==> src/rtl/async_fifo_reader_pkg.sv <==
// Shared constants for the async FIFO read side.
// Read latency, reader buffer depth and default widths.
package async_fifo_pkg;

  localparam int FIFO_RD_LATENCY  = 1;
  localparam int READER_BUF_DEPTH = 2;
  localparam int DEF_DATA_WIDTH   = 8;
  localparam int DEF_CNT_WIDTH    = 16;

endpackage

==> src/rtl/async_fifo_reader_seq_checker.sv <==
// Incrementing-sequence checker for captured FIFO words.
// First word after reset only seeds the expected value.
module seq_checker
  import async_fifo_pkg::*;
#(
  parameter int DATA_WIDTH = DEF_DATA_WIDTH,
  parameter int CNT_WIDTH  = DEF_CNT_WIDTH
) (
  input  logic                  clk,
  input  logic                  reset,
  input  logic                  cap_valid,
  input  logic [DATA_WIDTH-1:0] cap_data,
  output logic                  seq_err,
  output logic [CNT_WIDTH-1:0]  err_count
);

  logic                  first_seen_q, first_seen_d;
  logic [DATA_WIDTH-1:0] expect_q, expect_d;
  logic                  seq_err_q, seq_err_d;
  logic [CNT_WIDTH-1:0]  err_count_q, err_count_d;

  always_comb begin
    first_seen_d = first_seen_q;
    expect_d     = expect_q;
    seq_err_d    = seq_err_q;
    err_count_d  = err_count_q;
    if (cap_valid) begin
      first_seen_d = 1'b1;
      // resync on every word so one gap costs one error
      expect_d     = cap_data + DATA_WIDTH'(1);
      if (first_seen_q && (cap_data != expect_q)) begin
        seq_err_d = 1'b1;
        if (err_count_q != '1) begin
          err_count_d = err_count_q + CNT_WIDTH'(1);
        end
      end
    end
  end

  always_ff @(posedge clk) begin
    if (reset) begin
      first_seen_q <= 1'b0;
      expect_q     <= '0;
      seq_err_q    <= 1'b0;
      err_count_q  <= '0;
    end else begin
      first_seen_q <= first_seen_d;
      expect_q     <= expect_d;
      seq_err_q    <= seq_err_d;
      err_count_q  <= err_count_d;
    end
  end

  assign seq_err   = seq_err_q;
  assign err_count = err_count_q;

endmodule

==> src/rtl/async_fifo_reader.sv <==
// Read-side consumer: drains the FIFO into a 2-entry
// valid/ready buffer, counts words and checks the sequence.
module async_fifo_reader
  import async_fifo_pkg::*;
#(
  parameter int DATA_WIDTH = DEF_DATA_WIDTH,
  parameter int CNT_WIDTH  = DEF_CNT_WIDTH,
  parameter bit CHECK_SEQ  = 1'b1
) (
  input  logic                  rd_clk,
  input  logic                  reset,
  input  logic                  enable,
  input  logic                  rd_empty,
  input  logic [DATA_WIDTH-1:0] data_out,
  output logic                  rd_en,
  output logic [DATA_WIDTH-1:0] out_data,
  output logic                  out_valid,
  input  logic                  out_ready,
  output logic [CNT_WIDTH-1:0]  word_count,
  output logic [CNT_WIDTH-1:0]  err_count,
  output logic                  seq_err
);

  logic                  inflight_q, inflight_d;
  logic [1:0]            count_q, count_d;
  logic [DATA_WIDTH-1:0] head_q, head_d;
  logic [DATA_WIDTH-1:0] tail_q, tail_d;
  logic [CNT_WIDTH-1:0]  word_count_q, word_count_d;
  logic [2:0]            occ;
  logic                  push;
  logic                  pop;

  assign occ  = {1'b0, count_q} + {2'b00, inflight_q};
  assign push = inflight_q;
  assign pop  = out_valid && out_ready;

  always_comb begin
    rd_en = 1'b0;
    // reserve a slot for every read in flight
    if (!reset && enable && !rd_empty &&
        (occ < 3'(READER_BUF_DEPTH))) begin
      rd_en = 1'b1;
    end
  end

  always_comb begin
    inflight_d   = rd_en;
    count_d      = count_q;
    head_d       = head_q;
    tail_d       = tail_q;
    word_count_d = word_count_q;
    unique case ({push, pop})
      2'b10: begin
        if (count_q == 2'd0) head_d = data_out;
        else                 tail_d = data_out;
        count_d = count_q + 2'd1;
      end
      2'b01: begin
        head_d  = tail_q;
        count_d = count_q - 2'd1;
      end
      2'b11: begin
        if (count_q == 2'd1) begin
          head_d = data_out;
        end else begin
          head_d = tail_q;
          tail_d = data_out;
        end
      end
      default: ;
    endcase
    if (push && (word_count_q != '1)) begin
      word_count_d = word_count_q + CNT_WIDTH'(1);
    end
  end

  always_ff @(posedge rd_clk) begin
    if (reset) begin
      inflight_q   <= 1'b0;
      count_q      <= 2'd0;
      head_q       <= '0;
      tail_q       <= '0;
      word_count_q <= '0;
    end else begin
      inflight_q   <= inflight_d;
      count_q      <= count_d;
      head_q       <= head_d;
      tail_q       <= tail_d;
      word_count_q <= word_count_d;
    end
  end

  assign out_valid  = (count_q != 2'd0);
  assign out_data   = head_q;
  assign word_count = word_count_q;

  if (CHECK_SEQ) begin : g_chk
    seq_checker #(
      .DATA_WIDTH (DATA_WIDTH),
      .CNT_WIDTH  (CNT_WIDTH)
    ) u_seq_checker (
      .clk       (rd_clk),
      .reset     (reset),
      .cap_valid (push),
      .cap_data  (data_out),
      .seq_err   (seq_err),
      .err_count (err_count)
    );
  end else begin : g_nochk
    assign seq_err   = 1'b0;
    assign err_count = '0;
  end

endmodule
==> config.mk <==
export PLATFORM = sky130hd
export DESIGN_NAME = async_fifo_reader
export DESIGN_NICKNAME = d
export VERILOG_FILES = /design/src/rtl/async_fifo_reader_pkg.sv /design/src/rtl/async_fifo_reader_seq_checker.sv /design/src/rtl/async_fifo_reader.sv
export SDC_FILE = /design/constraint.sdc
export NUM_CORES = 1
export LEC_CHECK = 0
export BUFFER_PORTS_ARGS = -buffer_cell sky130_fd_sc_hd__buf_4
export CAP_MARGIN = 5
export CORE_UTILIZATION = 50
export DETAILED_ROUTE_END_ITERATION = 8
export PLACE_DENSITY = 0.83
export SLEW_MARGIN = 25
export SYNTH_ARGS = -nofsm -noshare
export SYNTH_HDL_FRONTEND = slang
export SYNTH_HIERARCHICAL = 1
export SYNTH_SLANG_ARGS = --single-unit
==> constraint.sdc <==
create_clock -name rd_clk -period 3.98 [get_ports rd_clk]
set_input_delay 0 -clock rd_clk [delete_from_list [all_inputs] [get_ports rd_clk]]
set_output_delay 0 -clock rd_clk [all_outputs]
set_load 0.05 [all_outputs]
## Yosys cells after proc, flatten, opt, wreduce, memory -nomap -nowiden

Index checks and enable logic that the tools add are counted.

| word-level totals | value |
|---|---|
| bits in registers | 61 |
| word-level logic and storage cells | 51 |
| bits of input ports | 13 |

| cells by class | value |
|---|---|
| equal/unequal tests | 10 |
| $add $sub $neg | 6 |
| muxes and demuxes | 8 |
| magnitude comparators | 1 |
| reduce and logical (&&, ||, !) cells | 17 |

Operator list:

| operator | number |
|---|---|
| $add 16x1->16 const B | 2 |
| $mux 8 | 4 |
| $ne 16x16->1 const B | 2 |
| $pmux 8 s3 | 1 |
| $pmux 8 s2 | 1 |
| $add 8x1->8 const B | 1 |
| $ne 8x8->1 | 1 |
| $logic_and 1x1->1 | 6 |
| $ne 2x2->1 const B | 3 |
| $reduce_and 3->1 | 2 |
| $reduce_bool 2->1 | 3 |
| $eq 2x1->1 const B | 2 |
| $eq 2x2->1 const B | 2 |
| $pmux 2 s2 | 1 |
| $reduce_and 2->1 | 2 |
| $add 2x1->3 | 1 |
| $lt 3x2->1 const B | 1 |
| $reduce_bool 3->1 | 1 |
| $add 2x1->2 const B | 1 |
| $logic_not 1->1 | 2 |
| $logic_not 2->1 | 1 |
| $sub 2x1->2 const B | 1 |
| $mux 1 | 1 |

## Logic depth before layout (Yosys ltp)

| depth | value |
|---|---|
| depth in word-level cells | 5 |
| gate-level depth with buffers | 9 |

## Cells and area by module

Netlist, hierarchy kept.

Modules (own cells, without submodules):

| module | area an instance (µm²) | seq. area each (µm²) | cells an instance | times used |
|---|---|---|---|---|
| async_fifo_reader | 1760.4 | 700.7 | 203 | 1 |
| seq_checker | 1370.1 | 520.5 | 158 | 1 |

## Worst setup path after synthesis

No wires, ideal clock.

| timing path | value |
|---|---|
| path kind | register to register |
| from | register count_q[0] |
| to | register tail_q[0] |
| cell stages (with the launch flop) | 10 |
| setup time | 0.128 ns |
| setup slack | 1.718 ns |
| required time | 3.852 ns |
| data arrival time | 2.135 ns |
| period minus slack after synthesis | 2.262 ns |
| path buffers | 0 |
| cell sequence | dfxtp_1 -> inv_1 -> ha_1 -> nor2b_1 -> inv_1 -> ha_1 -> nor2b_1 -> o21ai_1 -> mux2i_1 -> nor2_1 |

| on the way | value |
|---|---|
| longest elaborated chain between the ends | 5 |

RTL lines:

| element | RTL line | text |
|---|---|---|
| start: declaration | async_fifo_reader.sv:25 | `logic [1:0] count_q, count_d;` |
| start signal: assignment | async_fifo_reader.sv:86 | `count_q <= count_d;` |
| $reduce_bool 2->1 | async_fifo_reader.sv:93 | `assign out_valid = (count_q != 2'd0);` |
| $logic_and 1x1->1 | async_fifo_reader.sv:35 | `assign pop = out_valid && out_ready;` |
| $eq 2x2->1 | async_fifo_reader.sv:52 | `unique case ({push, pop})` |
| $ne 2x2->1 (no source line) / $reduce_bool 2->1 (equally long branches) | -- |  |
| $reduce_and 3->1 (no source line) | -- |  |
| end signal: assignment | async_fifo_reader.sv:88 | `tail_q <= tail_d;` |
| end: declaration | async_fifo_reader.sv:27 | `logic [DATA_WIDTH-1:0] tail_q, tail_d;` |

Several ways; a longest one is shown, not always the timed one.
A chain may end at the register's enable or synchronous reset.

## Worst setup path after layout

| timing path | value |
|---|---|
| from | register count_q[0] |
| to | register tail_q[3] |

The elaborated chain is that of the path after synthesis.

==> metrics.txt <==
# TYPE chip_impl_metric gauge
chip_impl_info{name="outcome",value="complete, no violations"} 1
chip_impl_metric{name="die-height",unit="um"} 81.1
chip_impl_metric{name="totalWireLength",unit="um"} 6870
chip_impl_metric{name="power.density_cell_area",unit="nW/um2"} 420
chip_impl_metric{name="clock-sinks",unit=""} 61
chip_impl_info{name="synthTopCellsByArea",value="dfxtp_1, a211oi_1, nor2_1"} 1
chip_impl_metric{name="post-route-drc-count",unit=""} 0
chip_impl_metric{name="power_switching",unit="W"} 0.000546
chip_impl_info{name="grt_setup_unrepaired",value="no"} 1
chip_impl_metric{name="fin_setup_tns",unit="ps"} 0
chip_impl_metric{name="synth_sequential_area_ratio",unit=""} 0.390
chip_impl_metric{name="top_cell_type_s_share_of_synthesized_area",unit=""} 0.390
chip_impl_metric{name="clock_latency",unit="ps"} 350
chip_impl_metric{name="timing_hold_violations_final",unit=""} 0
chip_impl_metric{name="hpwl",unit="um"} 4640
chip_impl_metric{name="avgSynthCellArea",unit="um2"} 8.67
chip_impl_metric{name="max-vdd-ir-drop",unit="mV"} 0.288
chip_impl_metric{name="cts_max_path_buffers",unit=""} 2
chip_impl_metric{name="required_time_reported_for_the_critical_path_endpoint",unit="ps"} 4180
chip_impl_metric{name="share_seq_of_total_power",unit=""} 0.427
chip_impl_metric{name="synthesis.area",unit="um2"} 3130
chip_impl_metric{name="min_period_over_period",unit=""} 0.665
chip_impl_info{name="crit_path_end_kind",value="flip-flop"} 1
chip_impl_metric{name="drtIter0Drc",unit=""} 186
chip_impl_metric{name="io_buffer_count",unit=""} 55
chip_impl_metric{name="setup_viol",unit=""} 0
chip_impl_metric{name="cts_htree_levels",unit=""} 3
chip_impl_metric{name="critPathArrivalTime",unit="ps"} 2850
chip_impl_metric{name="proportion_of_power_drawn_by_the_clock_network",unit=""} 0.310
chip_impl_info{name="cts_tree",value="done"} 1
chip_impl_metric{name="pwr-share-comb",unit=""} 0.264
chip_impl_metric{name="grt_pass1_vias",unit=""} 2670
chip_impl_metric{name="slew_headroom",unit=""} 0.369
chip_impl_info{name="root_buffer",value="clkbuf_8"} 1
chip_impl_metric{name="finClkSkew",unit="ps"} 10.2
chip_impl_metric{name="tritoncts.num_buffers",unit=""} 9
chip_impl_metric{name="layout-area-overhead-vs-synth",unit="%"} 22.7
chip_impl_metric{name="cap_violations",unit=""} 0
chip_impl_metric{name="power_switching_share",unit=""} 0.339
chip_impl_metric{name="final_layout_size_suffix_gt1_frac",unit=""} 0.200
chip_impl_metric{name="power_leakage",unit="nW"} 1.50
chip_impl_metric{name="critical_path_peak_fanout",unit=""} 8
chip_impl_info{name="cp-start-kind",value="flip-flop"} 1
chip_impl_metric{name="initial_core_util",unit=""} 0.523
chip_impl_metric{name="post_drt_wl_per_cell",unit="um"} 13.7
chip_impl_metric{name="nets",unit=""} 444
chip_impl_metric{name="clkTransAtPathRegs",unit="ps"} 70
chip_impl_metric{name="timing_max_transition_violations_final",unit=""} 0
chip_impl_metric{name="overflow",unit=""} 0
chip_impl_metric{name="drt-pass1-iter-count",unit=""} 5
chip_impl_info{name="worstHoldPathType",value="primary input to flip-flop"} 1
chip_impl_metric{name="syn-num-nets",unit=""} 384
chip_impl_metric{name="setup_slack",unit="ps"} 1330
chip_impl_metric{name="layout_min_cycle_time",unit="ps"} 2650
chip_impl_metric{name="grt_pass1_wl",unit="um"} 11700
chip_impl_info{name="ys.flop_type",value="dfxtp_1"} 1
chip_impl_metric{name="yosysUniqueCellTypes",unit=""} 43
chip_impl_info{name="ys_top_cells_by_count",value="dfxtp_1, nor2_1, a211oi_1"} 1
chip_impl_metric{name="pre_cts_ws",unit="ps"} 1370
chip_impl_metric{name="vias",unit=""} 2843
chip_impl_metric{name="drt-vias-per-instance",unit=""} 5.67
chip_impl_metric{name="antenna_cells",unit=""} 0
chip_impl_info{name="yosysTopAreaCell",value="dfxtp_1"} 1
chip_impl_info{name="synth.most_common_cell",value="dfxtp_1"} 1
chip_impl_metric{name="fp.dieArea",unit="um2"} 6580
chip_impl_metric{name="antenna_found_initial",unit=""} 0
chip_impl_metric{name="synth_edf_count",unit=""} 0
chip_impl_metric{name="tightestPinTransition",unit="ps"} 940
chip_impl_metric{name="postSynth.asyncResetShare",unit=""} 0
chip_impl_metric{name="grt_max_degree",unit=""} 74
chip_impl_metric{name="gr-usage-all-layers",unit=""} 0.232
chip_impl_metric{name="synth-warning-count",unit=""} 6
chip_impl_metric{name="synth-seq-cells",unit=""} 61
chip_impl_metric{name="synthCells",unit=""} 361
chip_impl_metric{name="cell_internal_pwr",unit="W"} 0.00107
chip_impl_metric{name="postRouteAntennaNets",unit=""} 0
chip_impl_info{name="path_class",value="flip-flop to flip-flop"} 1
chip_impl_metric{name="num_io_pins",unit=""} 56
chip_impl_metric{name="globalplace.congestion",unit=""} 0.807
chip_impl_metric{name="placementRows",unit=""} 28
chip_impl_metric{name="die_width",unit="um"} 81.1
chip_impl_metric{name="fmaxAchievable",unit="GHz"} 0.378
chip_impl_metric{name="floorplan.core_area",unit="um2"} 5990
[stage by stage]
stage          utilization  total power (W)  hold WS, ps  instances  instance area (um2)
6_report             0.641          0.00161          198        501                 3840
5_1_grt              0.641          0.00170          208        501                 3840
4_1_cts              0.641          0.00162          178        501                 3840
3_5_place_dp         0.594          0.00112          264        475                 3560
3_3_place_gp         0.594          0.00110          261        475                 3560
2_1_floorplan            -          0.00101         99.0        361                 3130
[layout by cell type (no fill, tap or decap), drive strengths merged, types with 2 or more instances in the layout]
cell,count
nand3,15
clkinvlp,2
mux2i,11
a21oi,21
mux2,11
or4,11
nor4,7
a22oi,8
nand4,11
clkbuf,13
xnor2,12
buf,56
xor2,3
dlygate4sd3,10
o31a,2
or3,4
nand2,18
and4,2
and3,3
a21o,2
ha,10
a211oi,23
nor2,46
dfxtp,61
a31oi,2
nand2b,3
nor3,7
inv,11
o31ai,10
nor2b,15
and2,3
o21ai,7
[power by group through the flow]
stage / combinational [W] / clock, W / sequential [W]
3_3_place_gp: 0.000406 / 0 / 0.000699
3_5_place_dp: 0.000415 / 0 / 0.000702
6_report: 0.000425 / 0.000499 / 0.000688
4_1_cts: 0.000424 / 0.000511 / 0.000688
5_1_grt: 0.000466 / 0.000537 / 0.000694
2_1_floorplan: 0.000218 / 0 / 0.000789
[cell type report]
type | count | area (um2)
Clock inverter | 3 | 20.0
Fill cell | 503 | 2150
Multi-Input combinational cell | 272 | 1780
Clock buffer | 13 | 159
Inverter | 11 | 41.3
Sequential cell | 61 | 1220
Tap cell | 75 | 93.8
Timing Repair Buffer | 66 | 520
[worst paths after layout]
path | startpoint | to | slack (ps) | cells after the start
worst max register to register | count_q[0] | tail_q[3] | 1330 | 9
worst min-delay path | reset | word_count[12] | 200 | 2
worst max-delay path | count_q[0] | tail_q[3] | 1330 | 9
worst min register to register | g_chk.u_seq_checker/seq_err | g_chk.u_seq_checker/seq_err | 490 | 2
[metal layers]
layer	vias to the layer above	global-route usage	wire [um]
li1	1442	-	-
met1	1309	0.273	3110
met2	80	0.384	3210
met3	12	0.0775	411
met4	0	0.102	129
met5	-	0	0
[cell families after synthesis]
group           count (synthesis)  synth area share
simple gates                  147             0.246
mux                            22            0.0747
compound gates                 78             0.167
buf+inv                        28            0.0400
fa+ha+maj                      10            0.0400
flops                          61             0.390
xor+xnor                       15            0.0420
[sequential cells by signal (all words and copies together), names as in the netlist]
| name | flops |
|---|---|
| word_count | 16 |
| g_chk.u_seq_checker/first_seen_q | 1 |
| g_chk.u_seq_checker/err_count | 16 |
| out_data | 8 |
| inflight_q | 1 |
| g_chk.u_seq_checker/seq_err | 1 |
| g_chk.u_seq_checker/expect_q | 8 |
| tail_q | 8 |
| count_q | 2 |
[worst max-delay path, cell delays in order (launching register included)]
cell	delay, ps
dfxtp_1	440
inv_1	70
ha_1	230
nor2b_1	260
inv_1	110
ha_1	200
nor2b_1	130
o21ai_1	730
mux2i_1	280
nor2_1	60
[timing repair]
| action | in CTS | in global routing |
|---|---|---|
| setup buffers | 0 | 0 |
| hold endpoints to repair | 11 | 0 |
| hold buffers | 10 | 0 |
| endpoints found under the setup margin | 0 | 0 |
| gates resized for setup | 0 | 0 |
Power figures use the tool's default switching activity.
